`config.mk`:
```
export PLATFORM = sky130hd
export DESIGN_NAME = led_shift_ctrl
export DESIGN_NICKNAME = d
export VERILOG_FILES = /design/src/rtl/led_ctrl_pkg.sv /design/src/rtl/step_prescaler.sv /design/src/rtl/led_shift_ctrl.sv
export SDC_FILE = /design/constraint.sdc
export NUM_CORES = 1
export LEC_CHECK = 0
export ABC_AREA = 1
export CAP_MARGIN = 20
export CORE_ASPECT_RATIO = 1.1
export CORE_UTILIZATION = 55
export CTS_CLUSTER_DIAMETER = 200
export DETAILED_ROUTE_END_ITERATION = 8
export MAX_ROUTING_LAYER = met4
export PLACE_DENSITY = 0.85
export SYNTH_ARGS = -nofsm -noshare
export SYNTH_HDL_FRONTEND = slang
export SYNTH_HIERARCHICAL = 1
export SYNTH_SLANG_ARGS = --single-unit
```
`constraint.sdc`:
```
create_clock -name clk -period 2 [get_ports clk]
set_input_delay 0.4 -clock clk [delete_from_list [all_inputs] [get_ports clk]]
set_output_delay 0.4 -clock clk [all_outputs]
set_load 0.02 [all_outputs]
```
`src/rtl/led_ctrl_pkg.sv`:
```
// Shared encodings for the LED shift controller.
// Contents:
//   MODE_*   - step-mode encodings driven on the mode input
//   state_e  - controller state encoding (ST_IDLE, ST_RUN, ST_PAUSE)
//   rotl8 / rotr8 - single-position 8-bit rotate helpers
package led_ctrl_pkg;

  localparam logic [1:0] MODE_LEFT   = 2'b00;
  localparam logic [1:0] MODE_RIGHT  = 2'b01;
  localparam logic [1:0] MODE_BOUNCE = 2'b10;
  localparam logic [1:0] MODE_HOLD   = 2'b11;

  typedef enum logic [1:0] {
    ST_IDLE  = 2'b00,
    ST_RUN   = 2'b01,
    ST_PAUSE = 2'b10
  } state_e;

  function automatic logic [7:0] rotl8(input logic [7:0] v);
    return {v[6:0], v[7]};
  endfunction

  function automatic logic [7:0] rotr8(input logic [7:0] v);
    return {v[0], v[7:1]};
  endfunction

endpackage

```
`src/rtl/step_prescaler.sv`:
```
// Step-rate prescaler: counts 0..TICK_DIV-1 while enabled and flags the
// wrap cycle. The count is held (not cleared) while disabled.
// Ports:
//   clk  - system clock
//   nrst - asynchronous active-low reset
//   en   - count enable
//   clr  - synchronous clear, overrides en
//   tick - combinational, high in the cycle whose edge wraps the count
module step_prescaler #(
  parameter int unsigned TICK_DIV = 25000000
) (
  input  logic clk,
  input  logic nrst,
  input  logic en,
  input  logic clr,
  output logic tick
);

  localparam int unsigned CW = $clog2(TICK_DIV);
  localparam logic [CW-1:0] CNT_MAX = CW'(TICK_DIV - 1);

  logic [CW-1:0] r_cnt;
  logic          w_at_max;

  assign w_at_max = (r_cnt == CNT_MAX);

  always_ff @(posedge clk or negedge nrst) begin
    if (!nrst) begin
      r_cnt <= '0;
    end else if (clr) begin
      r_cnt <= '0;
    end else if (en) begin
      if (w_at_max) begin
        r_cnt <= '0;
      end else begin
        r_cnt <= r_cnt + 1'b1;
      end
    end
  end

  // A clear in the wrap cycle suppresses the tick so a coincident load wins.
  assign tick = en & ~clr & w_at_max;

endmodule

```
`src/rtl/led_shift_ctrl.sv`:
```
// LED shift/rotate controller: start/stop/pause sequencing of an 8-bit LED
// pattern that rotates left, right, bounces or holds once per prescaled step.
// Ports:
//   clk     - system clock
//   nrst    - asynchronous active-low reset
//   start   - pulse: IDLE->RUN (prescaler cleared) or PAUSE->RUN (resumes)
//   stop    - pulse: RUN->PAUSE; wins over a simultaneous start
//   load    - pulse: led <= pattern, prescaler and bounce direction cleared
//   pattern - value captured on load
//   mode    - 00 left, 01 right, 10 bounce, 11 hold (sampled at each step)
//   led     - registered LED pattern
//   busy    - registered, high while in RUN
//   step    - registered one-cycle pulse, coincident with each led update
module led_shift_ctrl
  import led_ctrl_pkg::*;
#(
  parameter int unsigned TICK_DIV      = 25000000,
  parameter logic [7:0]  RESET_PATTERN = 8'h01
) (
  input  logic       clk,
  input  logic       nrst,
  input  logic       start,
  input  logic       stop,
  input  logic       load,
  input  logic [7:0] pattern,
  input  logic [1:0] mode,
  output logic [7:0] led,
  output logic       busy,
  output logic       step
);

  state_e     r_state, w_state_nxt;
  logic [7:0] r_led, w_led_nxt;
  logic       r_dir, w_dir_nxt;
  logic       r_busy;
  logic       r_step;

  logic       w_tick;
  logic       w_pre_en;
  logic       w_pre_clr;
  logic [7:0] w_bounce;

  // Next state. stop dominates start, so start is only honoured without stop.
  always_comb begin
    w_state_nxt = r_state;
    unique case (r_state)
      ST_IDLE:  if (start && !stop) w_state_nxt = ST_RUN;
      ST_RUN:   if (stop)           w_state_nxt = ST_PAUSE;
      ST_PAUSE: if (start && !stop) w_state_nxt = ST_RUN;
      default:                      w_state_nxt = ST_IDLE;
    endcase
  end

  // Prescaler runs only in RUN; it restarts on entry from IDLE and on load,
  // but a resume from PAUSE continues from the frozen count.
  assign w_pre_en  = (r_state == ST_RUN);
  assign w_pre_clr = load | ((r_state == ST_IDLE) & start & ~stop);

  step_prescaler #(
    .TICK_DIV (TICK_DIV)
  ) u_prescaler (
    .clk  (clk),
    .nrst (nrst),
    .en   (w_pre_en),
    .clr  (w_pre_clr),
    .tick (w_tick)
  );

  assign w_bounce = r_dir ? rotr8(r_led) : rotl8(r_led);

  // LED and bounce-direction update. load takes priority over a step.
  always_comb begin
    w_led_nxt = r_led;
    w_dir_nxt = r_dir;
    if (load) begin
      w_led_nxt = pattern;
      w_dir_nxt = 1'b0;
    end else if (w_tick) begin
      unique case (mode)
        MODE_LEFT:   w_led_nxt = rotl8(r_led);
        MODE_RIGHT:  w_led_nxt = rotr8(r_led);
        MODE_BOUNCE: begin
          w_led_nxt = w_bounce;
          // Turn around when the moving edge reaches the end it travels to.
          if (!r_dir && w_bounce[7]) begin
            w_dir_nxt = 1'b1;
          end else if (r_dir && w_bounce[0]) begin
            w_dir_nxt = 1'b0;
          end
        end
        MODE_HOLD:   w_led_nxt = r_led;
        default:     w_led_nxt = r_led;
      endcase
    end
  end

  always_ff @(posedge clk or negedge nrst) begin
    if (!nrst) begin
      r_state <= ST_IDLE;
      r_led   <= RESET_PATTERN;
      r_dir   <= 1'b0;
      r_busy  <= 1'b0;
      r_step  <= 1'b0;
    end else begin
      r_state <= w_state_nxt;
      r_led   <= w_led_nxt;
      r_dir   <= w_dir_nxt;
      r_busy  <= (w_state_nxt == ST_RUN);
      // w_tick is already suppressed by load.
      r_step  <= w_tick;
    end
  end

  assign led  = r_led;
  assign busy = r_busy;
  assign step = r_step;

endmodule

```
==> results of run 1 <==
## final cells by class
class | count | area (um^2) | area share, %
clock buffer | 6 | 82.58 | 2.767
multi-input combinational | 255 | 1272 | 42.64
clock inverter | 2 | 60.06 | 2.013
tap | 54 | 67.56 | 2.264
inverter | 45 | 168.9 | 5.660
timing repair buffer | 40 | 380.4 | 12.75
sequential | 38 | 952.2 | 31.91
## path summary, 6_finish.rpt
check | startpoint | endpoint | cells after the start
setup / recovery | led[0] | led[0] | 1
hold / removal | nrst | led[2] | 1
setup reg to reg | u_prescaler/r_cnt[18] | led[1] | 11
hold reg to reg | led[0] | led[0] | 2
max in group asynchronous | nrst | led[0] | 2
min in group clk | led[0] | led[0] | 2
## per-layer routing
layer  vias up  track usage (%)  wire [um]
li1       1174                -          -
met1      1083            30.83       2395
met2        72            47.28       2874
met3         4            5.346        267
met5         -                -          0
met4         0            9.179         49
## metrics by stage
stage | area, um^2 | TNS (ns) | util (%)
after CTS | 2984 | 0 | 69.64
after floorplan | 2450 | 0 | -
after global routing | 2984 | 0 | 69.64
after detailed placement | 2841 | -1.247 | 66.31
final | 2984 | 0 | 69.64
after global placement | 2841 | -0.4882 | 66.31
## logic make-up (layout without fill, tap and decap cells)
family / count (synthesis) / in the layout
flops: 38 / 38
simple gates: 209 / 209
compound gates: 32 / 32
xor+xnor: 10 / 10
buf+inv: 51 / 93
fa+ha+maj: 4 / 4
## flip-flops by register name, summed over array words and instances, names as in the netlist
signal             cells
led                    8
r_state                2
u_prescaler/r_cnt     25
step                   1
r_dir                  1
busy                   1
## cells in the mapped netlist (2+ instances only)
cell	count
nand2_1	104
inv_1	43
nor2_1	42
dfrtp_1	37
nand3_1	35
o21ai_1	12
o22ai_1	10
xor2_1	8
a21oi_1	6
nand4_1	6
nand2_2	5
nor2_2	5
nor2_4	5
buf_6	4
ha_1	4
nand3_2	2
xnor2_1	2
## power breakdown
group          total (mW)  switching, mW  internal, mW
Sequential          0.843         0.0380         0.805
Clock               0.809          0.277         0.532
Combinational       0.340          0.191         0.149
==> flow_results.org, run 1 <==
** Run status
- Outcome :: completed

** Final layout
- Post-route non-filler standard cell count :: between 400 and 500
- The library cell used most frequently in the layout, excluding fill and tap cells, is nand2_1.
- For this run, the post-layout net count is 404.
- Counting the fill cells in the layout gives 345.
- The area growth from synthesis to layout is 21.81%.
- Antenna diode instance count :: 0
- The library cells used most frequently in the layout, excluding fill and tap cells, are nand2_1, inv_1, nor2_1.
- Share of layout cells above drive strength 1 :: 12.44%

** Worst setup path
- STA classifies the critical path startpoint as a register.
- Counting both buffers and inverters, the worst setup path holds a total of 1.
- WP data arrival :: 1.46 ns
- On the critical path the largest part of the delay comes from buffers and inverters.
- Across all register-to-register paths, the minimum setup slack is 0.17 ns.
- Max FO, Critical Path :: 4
- Data on the critical path is required at its endpoint by 1.60 ns.
- STA classifies the critical path endpoint as an output port.
- Critical-path cell list :: clkdlybuf4s50_1
- Delay of the slowest cell on the worst path :: 0.60 ns
- The slowest stage of the critical path belongs to the cell clkdlybuf4s50_1.
- Crit path kind :: reg -> out

** Logic synthesis
- Cell type contributing the most total cell area after synthesis :: dfrtp_1
- Distinct cell type count after synthesis :: 31
- By area, the combinational part of the netlist is dominated by simple AND/OR/NAND/NOR gates.
- The synthesized netlist devotes approximately 2.0% of its cell area to adder and majority cells.
- Netlist area before placement :: 0.002450 mm^2
- Net count after synthesis :: 363
- Multiplexer area fraction after synthesis :: 0%
- Register bit total from synthesis :: 38
- Summing the areas of all compound-gate instances in the mapped netlist gives under 10% of the synthesized area.
- Basic-gate share of the synthesized area counting and, or, nand and nor cells :: 38.56%
- The average instance in the mapped netlist occupies 7.122 um^2.
- The Yosys step of the flow raised 6 warnings.
- Summing the areas of all xor and xnor instances in the mapped netlist gives about 3.6% of the synthesized area.
- After synthesis, flip-flops and latches occupy 38.87% of the total area.
- Async set-or-reset flop fraction in the synthesized netlist :: 100.0%
- After synthesis, the largest area contributor takes up about 38% of total cell area.
- Synth top area cells :: dfrtp_1, nand2_1, nand3_1, inv_1, nor2_1
- Counting flops with a built-in enable in the synthesized netlist gives 0.
- Top flip-flop cell by instance count after synthesis :: dfrtp_1
- Synthesis produced a netlist whose cell count is 344.

** Clock tree
- The longest clock path from root to sink contains 2 buffers.
- TritonCTS built the clock tree.
- After clock tree synthesis, the clock-pin slew on the worst setup and hold paths is roughly 0.080 ns.
- In this run, post-CTS hold repair placed 0 buffers.
- The clock drives 38 sinks.
- CTS resizes :: 0
- Insertion delay to the later sink of the worst-skew pair :: 0.29 ns
- CTS built an H-tree with a depth of 2.
- Clock Tree Root :: clkbuf_8
- TritonCTS buffer count :: 5
- Post-CTS setup-driven buffer insertion count :: 0

** Drt
- For this block, the via count after detailed routing is 2333.
- After detailed routing, the number of vias per cell comes to roughly 5.3.
- In this run the remaining antenna-violating nets after routing total 0.
- First-pass DRT Iterations :: 4
- Iteration-0 DRC Markers :: between 150 and 200
- DRC violations left :: 0
- Wire length per cell after detailed routing :: between 10 and 15 um
- After detailed routing, the total wire length is 5.587 mm.

** Timing
- Worst clock skew on the final layout :: just under 0.006 ns
- Setup-failing EPs final :: 0
- Worst Hold Margin :: 0.05123 ns
- Timing would allow up to 538.6 MHz.
- At the pin with the least slew margin, the transition time is 0.4741 ns.
- The number of hold-slack violations in the final timing report is 0.
- Subtracting the final worst setup slack from the clock period gives around 1.9 ns.
- Setup slack after layout :: 0.1433 ns
- Final count of pins violating max slew :: 0
- Headroom to the max-slew limit :: 68.39%
- Of the available clock period, the critical path in the final layout requires 92.84%.
- Unrepaired setup endpoints after global routing :: false

** Run
- Max Cap Violations :: 0

** Place
- After detailed placement, the design holds a cell count of 432.
- The HPWL after detailed placement is 4.124 mm.
- Timing analysis after detailed placement gives a worst setup slack of -0.1260 ns.
- Port buffering added 24 buffers.
- RePlAce Congestion :: 0.9048

** Global routing
- Residual overflow from global routing :: 0
- Global routing consumed, over all layers together, a little over a quarter of the routing resources.
- Entering global routing, the biggest net connects 22 pins.
- The initial antenna violation count came to 0.
- Via count of the first global-routing pass :: 2203
- The first global-routing pass estimated 9.466 mm of wire.

** Pwr
- IR analysis of the VDD net gives a maximum drop of 0.5735 mV.
- In this run the static leakage power is ~1.4 nW.
- Total design power :: ~2 mW
- For this design the ratio of total power to cell area is 667.4 mW/mm^2.

** Floorplanning
- In this run the count of I/O pins placed on the die edge is 25.
- Once the floorplan was initialized, standard cells occupied a little under three fifths of the core.
- After floorplanning, the core was sized to cover 0.004285 mm^2.
- The die covers 0.004725 mm^2.
- Die span in x :: 65.64 um
- Vertical extent of the die :: 72.00 um
- Total number of placement rows :: 25

** Worst hold path
- Type of the most critical hold path :: in -> async
Note: power is estimated with default switching activity, not from simulation.
==> run 2, diff against run 1 <==
CORE_ASPECT_RATIO = not set   (was 1.1)
==> flow_results.org, run 2 (synthesis results as in run 1) <==
** Clock tree
- The master cell of the clock root buffer was clkbuf_8 (unchanged).
- The quantity of gates resized following cts was 0 (unchanged).
- TritonCTS clock tree :: done (unchanged)
- The buffers inserted during post-CTS setup optimization is 0 (unchanged).
- The level count of the clock H-tree was 2 (unchanged).
- The clock latency reported for the late side of the worst-skew pair was 0.29 ns (about the same).
- The post-CTS clock slew at the launch and capture registers of the worst setup and hold paths was 0.08 ns (about the same).
- The post-cts hold buffer count was 0 (unchanged).
- The maximum count of clock buffers along a single path was 2 (unchanged).
- Clk sink count :: 38 (unchanged)
- TritonCTS buffer count :: 5 (unchanged)

** Drt
- First-pass DRT Iterations :: 5 (was 4)
- Remaining antenna violation count :: 0 (unchanged)
- The remaining routing DRC violations came to 0 (unchanged).
- The number of vias per cell after detailed routing came to 5.310 (was 5.302).
- The vias after detailed routing was 2310 (was 2333).
- Final wirelength :: 5.510 mm (was 5.587 mm)
- Wire length per cell after detailed routing :: 12.67 um (was 12.70 um)
- Iteration-0 DRC Markers :: 114 (was 168)

** Floorplanning
- The number of standard-cell rows in the floorplan came to 23 (was 25).
- Initial core utilization :: 59.12% (was 57.17%)
- IO Count :: 25 (unchanged)
- The total die area came to 0.004725 mm^2 (about the same).
- Die span in x :: 68.74 um (was 65.64 um)
- Vertical extent of the die :: 68.74 um (was 72.00 um)
- The core footprint was 0.004144 mm^2 (was 0.004285 mm^2).

** Worst setup path
- The count of buffer and inverter cells on the critical path came to 1 (unchanged).
- The highest net fanout along the worst path was 4 (unchanged).
- Crit path kind :: reg -> out (unchanged)
- Data required time of the worst path :: 1.60 ns (about the same)
- The arrival time at the worst endpoint came to 1.47 ns (was 1.46 ns).
- Startpoint Class :: register (unchanged)
- Crit path max-delay cell type :: clkdlybuf4s50_1 (unchanged)
- The dominant delay contributor by cell family on the critical path was buffers and inverters (unchanged).
- Critical-path cell list :: clkdlybuf4s50_1 (unchanged)
- The kind of capture point of the worst setup path is an output port (unchanged).
- Delay of the slowest cell on the worst path :: 0.61 ns (was 0.60 ns)

** Pwr
- The relative contribution of combinational cells to total power came to 19.9% (was 17.1%).
- Leak pwr :: 1.370 nW (was 1.399 nW)
- Clock group share of total power :: 31.4% (was 40.6%)
- PwrDens :: 590.7 mW/mm^2 (was 667.4 mW/mm^2)
- The maximum vdd drop came to 0.4956 mV (was 0.5735 mV).
- Portion of total power attributed to sequential cells :: 48.7% (was 42.3%)
- Switching power of the nets :: 495.0 uW (was 505.7 uW)
- The switching share of power was 28.56% (was 25.39%).
- Cell Int Power :: 1.238 mW (was 1.486 mW)

** Place
- Worst slack after detailed placement :: -0.1202 ns (was -0.1260 ns)
- The detailed placer's ending HPWL came to 4.012 mm (was 4.124 mm).
- The number of buffers added on ports is 24 (unchanged).
- RePlAce Congestion :: 0.9139 (was 0.9048)

** Timing
- Setup slack after layout :: 0.1301 ns (was 0.1433 ns)
- Headroom to the max-slew limit :: 69.71% (was 68.39%)
- Period utilisation layout :: 93.49% (was 92.84%)
- Worst Hold Margin :: 0.04790 ns (was 0.05123 ns)
- The number of failing setup endpoints in the final timing report came to 0 (unchanged).
- Endpoints failing hold :: 0 (unchanged)
- Unrepaired setup endpoints after global routing :: false (unchanged)
- Worst clock skew on the final layout :: 0.01093 ns (was 0.005782 ns)
- The fmax is 534.8 MHz (was 538.6 MHz).
- The count of pins over their slew limit is 0 (unchanged).
- Slew at the pin closest to its max-slew limit :: 0.4543 ns (was 0.4741 ns)
- Final worst path period need :: 1.870 ns (was 1.857 ns)

** Worst hold path
- Type of the most critical hold path :: in -> async (unchanged)

** Final layout
- Commonest cells after routing, fill and taps aside: nand2_1, inv_1, nor2_1 (unchanged).
- The most common cell after layout, fill and taps aside is nand2_1 (unchanged).
- The sequential cell area is 952.2 um^2 (unchanged).
- Final-stage net count :: 403 (was 404)
- The count of antenna diodes in the layout is 0 (unchanged).
- The fraction of final layout cells sized beyond drive strength 1 was 11.95% (was 12.44%).
- Largest registers :: u_prescaler/r_cnt: 25 flops, led: 8 flops, r_state: 2 flops (unchanged)
- Layout Utilization :: 70.80% (was 69.64%)
- The area added between synthesis and finish came to 19.76% (was 21.81%).
- The flip-flop count of the largest register after layout was 25 (unchanged).
- Filler cells :: 327 (was 345)
- The multi-input logic area was 0.001275 mm^2 (was 0.001272 mm^2).
- Most flop-heavy register :: u_prescaler/r_cnt (unchanged)

** Global routing
- Maximum number of pins on one net before global-route repair :: 22 (unchanged)
- Via count of the first global-routing pass :: 2087 (was 2203)
- The total congestion overflow after global routing is 0 (unchanged).
- GRT Total Usage :: 26.83% (was 27.18%)
- Wire length of the first global-routing pass :: 9.045 mm (was 9.466 mm)
- The initial antenna violation count came to 0 (unchanged).

** Run status
- Outcome: completed (unchanged).

** Run
- Max Cap Violations :: 0 (unchanged)
run 2: changes by cell type in the layout (fill, tap and decap cells not counted):
cell,previous run,this run
buf_4,14,12
nor2_1,42,41
bufinv_16,2,0
nor2_2,5,6
clkbuf_1,0,2
buf_12,2,3
run 2: area by class of cell:
type	count	area share [%]
tap	50	2.132
sequential	38	32.45
timing repair buffer	39	13.13
inverter	45	5.757
clock buffer	8	3.070
multi-input combinational	255	43.45
run 2: per-layer routing:
metal / up-vias / GRT usage, % / share of wire [%]
li1: 1169 / - / -
met1: 1067 / 34.34 / 48
met2: 66 / 42.40 / 46
met3: 8 / 5.921 / 5.2
met4: 0 / 8.418 / 1.1
met5: - / - / 0
run 2: power by group through the flow:
stage               logic [mW]  clock network (mW)  registers [mW]
detailed placement       0.342                   0           0.857
global route             0.376               0.584           0.847
finish                   0.344               0.545           0.844
global placement         0.336                   0           0.855
floorplan                0.156                   0           0.878
CTS                      0.345               0.556           0.843
run 2: final timing paths:
| check | start | end | slack (ns) | cells past startpoint |
|---|---|---|---|---|
| setup / recovery | led[0] | led[0] | 0.13 | 1 |
| hold / removal | nrst | led[3] | 0.05 | 1 |
| setup reg to reg | u_prescaler/r_cnt[0] | led[5] | 0.23 | 11 |
| hold reg to reg | led[0] | led[0] | 0.50 | 2 |
| max in group asynchronous | nrst | u_prescaler/r_cnt[19] | 1.48 | 2 |
| min in group clk | led[0] | led[0] | 0.50 | 2 |
run 2: stage by stage:
stage          power, mW  instances  setup TNS [ns]  area [um^2]
6_report           1.733        435               0         2934
4_1_cts            1.743        435               0         2932
3_5_place_dp       1.200        427          -1.620         2841
5_1_grt            1.808        435               0         2934
2_1_floorplan      1.034        344               0         2450
3_3_place_gp       1.191        427         -0.3994         2841
==> RTL change (settings of run 1) <==
Encoding of `state_e`: now one-hot (3 bits for 3 states).
--- a/src/rtl/led_ctrl_pkg.sv
+++ b/src/rtl/led_ctrl_pkg.sv
@@ -10,10 +10,10 @@
   localparam logic [1:0] MODE_BOUNCE = 2'b10;
   localparam logic [1:0] MODE_HOLD   = 2'b11;
 
-  typedef enum logic [1:0] {
-    ST_IDLE  = 2'b00,
-    ST_RUN   = 2'b01,
-    ST_PAUSE = 2'b10
+  typedef enum logic [2:0] {
+    ST_IDLE  = 3'b001,
+    ST_RUN   = 3'b010,
+    ST_PAUSE = 3'b100
   } state_e;
 
   function automatic logic [7:0] rotl8(input logic [7:0] v);
Behaviour: no difference found for any inputs over 10 cycles, from zero or initial values and one cycle with nrst low; not proved beyond that.
==> RTL change against run 1 <==
  * Final area up 0.88%
  * Fmax grew 0.73%
  * Wire length fell by 3.6%
  * Cell count up 1.6%
  * Sequential cell count is 1 higher
  * Total power decreased by 3.5%
  * Critical path depth unchanged
  * Worst setup slack better by 0.013 ns
  * Combinational power grew 38%
  * Via count shrank 0.21%
  * Synthesized area up 3.0%
  * Clock skew rose by 0.0015 ns
==> RTL change: results (changes against run 1) <==
| Metric | Value |
|---|---|
| Maximum VDD drop | 0.000548 V (-4.4%) |
| GP Congestion | 0.925 (+2.3%) |
| Netlist cell types | 32 (+3.2%) |
| Wirelength per Cell | 12.0 um (-5.1%) |
| M2 GR Usage | 45.5% (-1.8 points) |
| # fillers | 359 (+4.1%) |
| Outcome | finished clean |
| Post-DP HPWL | 3920 um (-4.8%) |
| Hold slack final | 0.159 ns (+0.108 ns) |
| Syn Nets | 370 (+1.9%) |
| Async set-or-reset flop fraction in the synthesized netlist | 100% (unchanged) |
| Worst-margin pin slew | 0.501 ns (+0.0268 ns) |
| Worst R2R Start | u_prescaler/r_cnt[0]$_DFFE_PN0P_ |
| Worst Setup SP | led[0]$_DFFE_PN1P_ |
| CP max-delay cell | clkdlybuf4s50_1 |
| Top flop regs | u_prescaler/r_cnt: 25 flops, led: 8 flops, r_state: 3 flops |
| Layout cells sized above 1 | 13.5% (+1.1 points) |
| Drt initial violations | 121 (-28%) |
| Placed cells | 439 (+1.6%) |
| M1 GR Usage | 30.6% (-0.22 points) |
| Post-Synth XOR/XNOR Area | 3.47% (-0.10 points) |
| Sequential area share after synthesis | 38.8% (-0.077 points) |
| Vias in the first global route | 2,247 (+2.0%) |
| Met3 usage | 5.00% (-0.35 points) |
| Compound-gate portion of the synthesized area | 7.84% (+0.074 points) |
| NetSw | 593 uW (+17%) |
| Synth top area cells | dfrtp_1, nand2_1, nand3_1 |
| Top cell family by delay on the critical path | buffers and inverters |
| Mapped Cells | 351 (+2.0%) |
| Synth top cells by count | nand2_1, nor2_1, inv_1 |
| Leakage power | 0.00138 uW (-1.0%) |
| Rel. slew slack | 66.6% (-1.8 points) |
| Vias per cell | 5.21 (-1.8%) |
| Fin nets | 411 (+1.7%) |
| Clock skew | 0.00728 ns (+0.00150 ns) |
| Adder-cell share of the synthesized area | 1.98% (-0.059 points) |
| Total GRT Usage | 26.2% (-0.93 points) |
| First-pass GRT wire length | 9540 um (+0.80%) |
| Clock latency on the worst-skew pair | 0.29 ns (about the same) |
| Worst reg2reg setup slack | 0.22 ns (+0.05 ns) |
| Largest net degree at the start of global routing | 40 (+82%) |
| Routed wire length | 5390 um (-3.6%) |
[RTL change: logic make-up (layout without fill, tap and decap cells)]
logic type,count (synthesis),count (layout)
xor+xnor,10,10
compound gates,34,34
flops,39,39
simple gates,213,213
buf+inv,51,93
fa+ha+maj,4,4
[RTL change: layout make-up]
class                   instances  area share [%]
well taps                      54            2.24
multi-input cells             261            44.0
clock buffers                   7            2.87
clock inverters                 1           0.166
inverters                      45            5.61
repair buffers                 40            12.6
flip-flops and latches         39            32.5
[RTL change: worst register-to-register path, cell delays in order (launching register included)]
cell,delay (ns)
dfrtp_1,0.39
ha_1,0.20
nand2_1,0.12
nor2_4,0.13
nand2_1,0.06
nand3b_4,0.16
nor2_1,0.23
a21oi_4,0.10
buf_12,0.15
nor2_1,0.08
nand2_1,0.06
nand2_1,0.05
[RTL change: through the flow]
stage | utilization [%] | power, uW | setup TNS [ns] | cell area (sq um) | setup WS [ns]
CTS | 69.1 | 1950 | 0 | 3010 | 0.140
detailed placement | 67.0 | 1380 | -0.736 | 2910 | -0.0959
global placement | 67.0 | 1370 | 0 | 2910 | 0.00591
finish | 69.2 | 1920 | 0 | 3010 | 0.157
floorplan | - | 1180 | 0 | 2520 | 0.210
global route | 69.2 | 2040 | 0 | 3010 | 0.0146
[RTL change: routing by layer]
layer	share of wire (%)	vias to the layer above
li1	-	1187
met1	44	1090
met2	52	44
met4	0.98	0
met5	0	-
met3	3.0	7
[RTL change: power groups by stage]
stage	sequential (uW)	clock [uW]	combinational [uW]
after global placement	917	0	453
after floorplan	945	0	234
after CTS	904	577	466
after detailed placement	919	0	464
final	903	552	468
after global routing	913	605	524
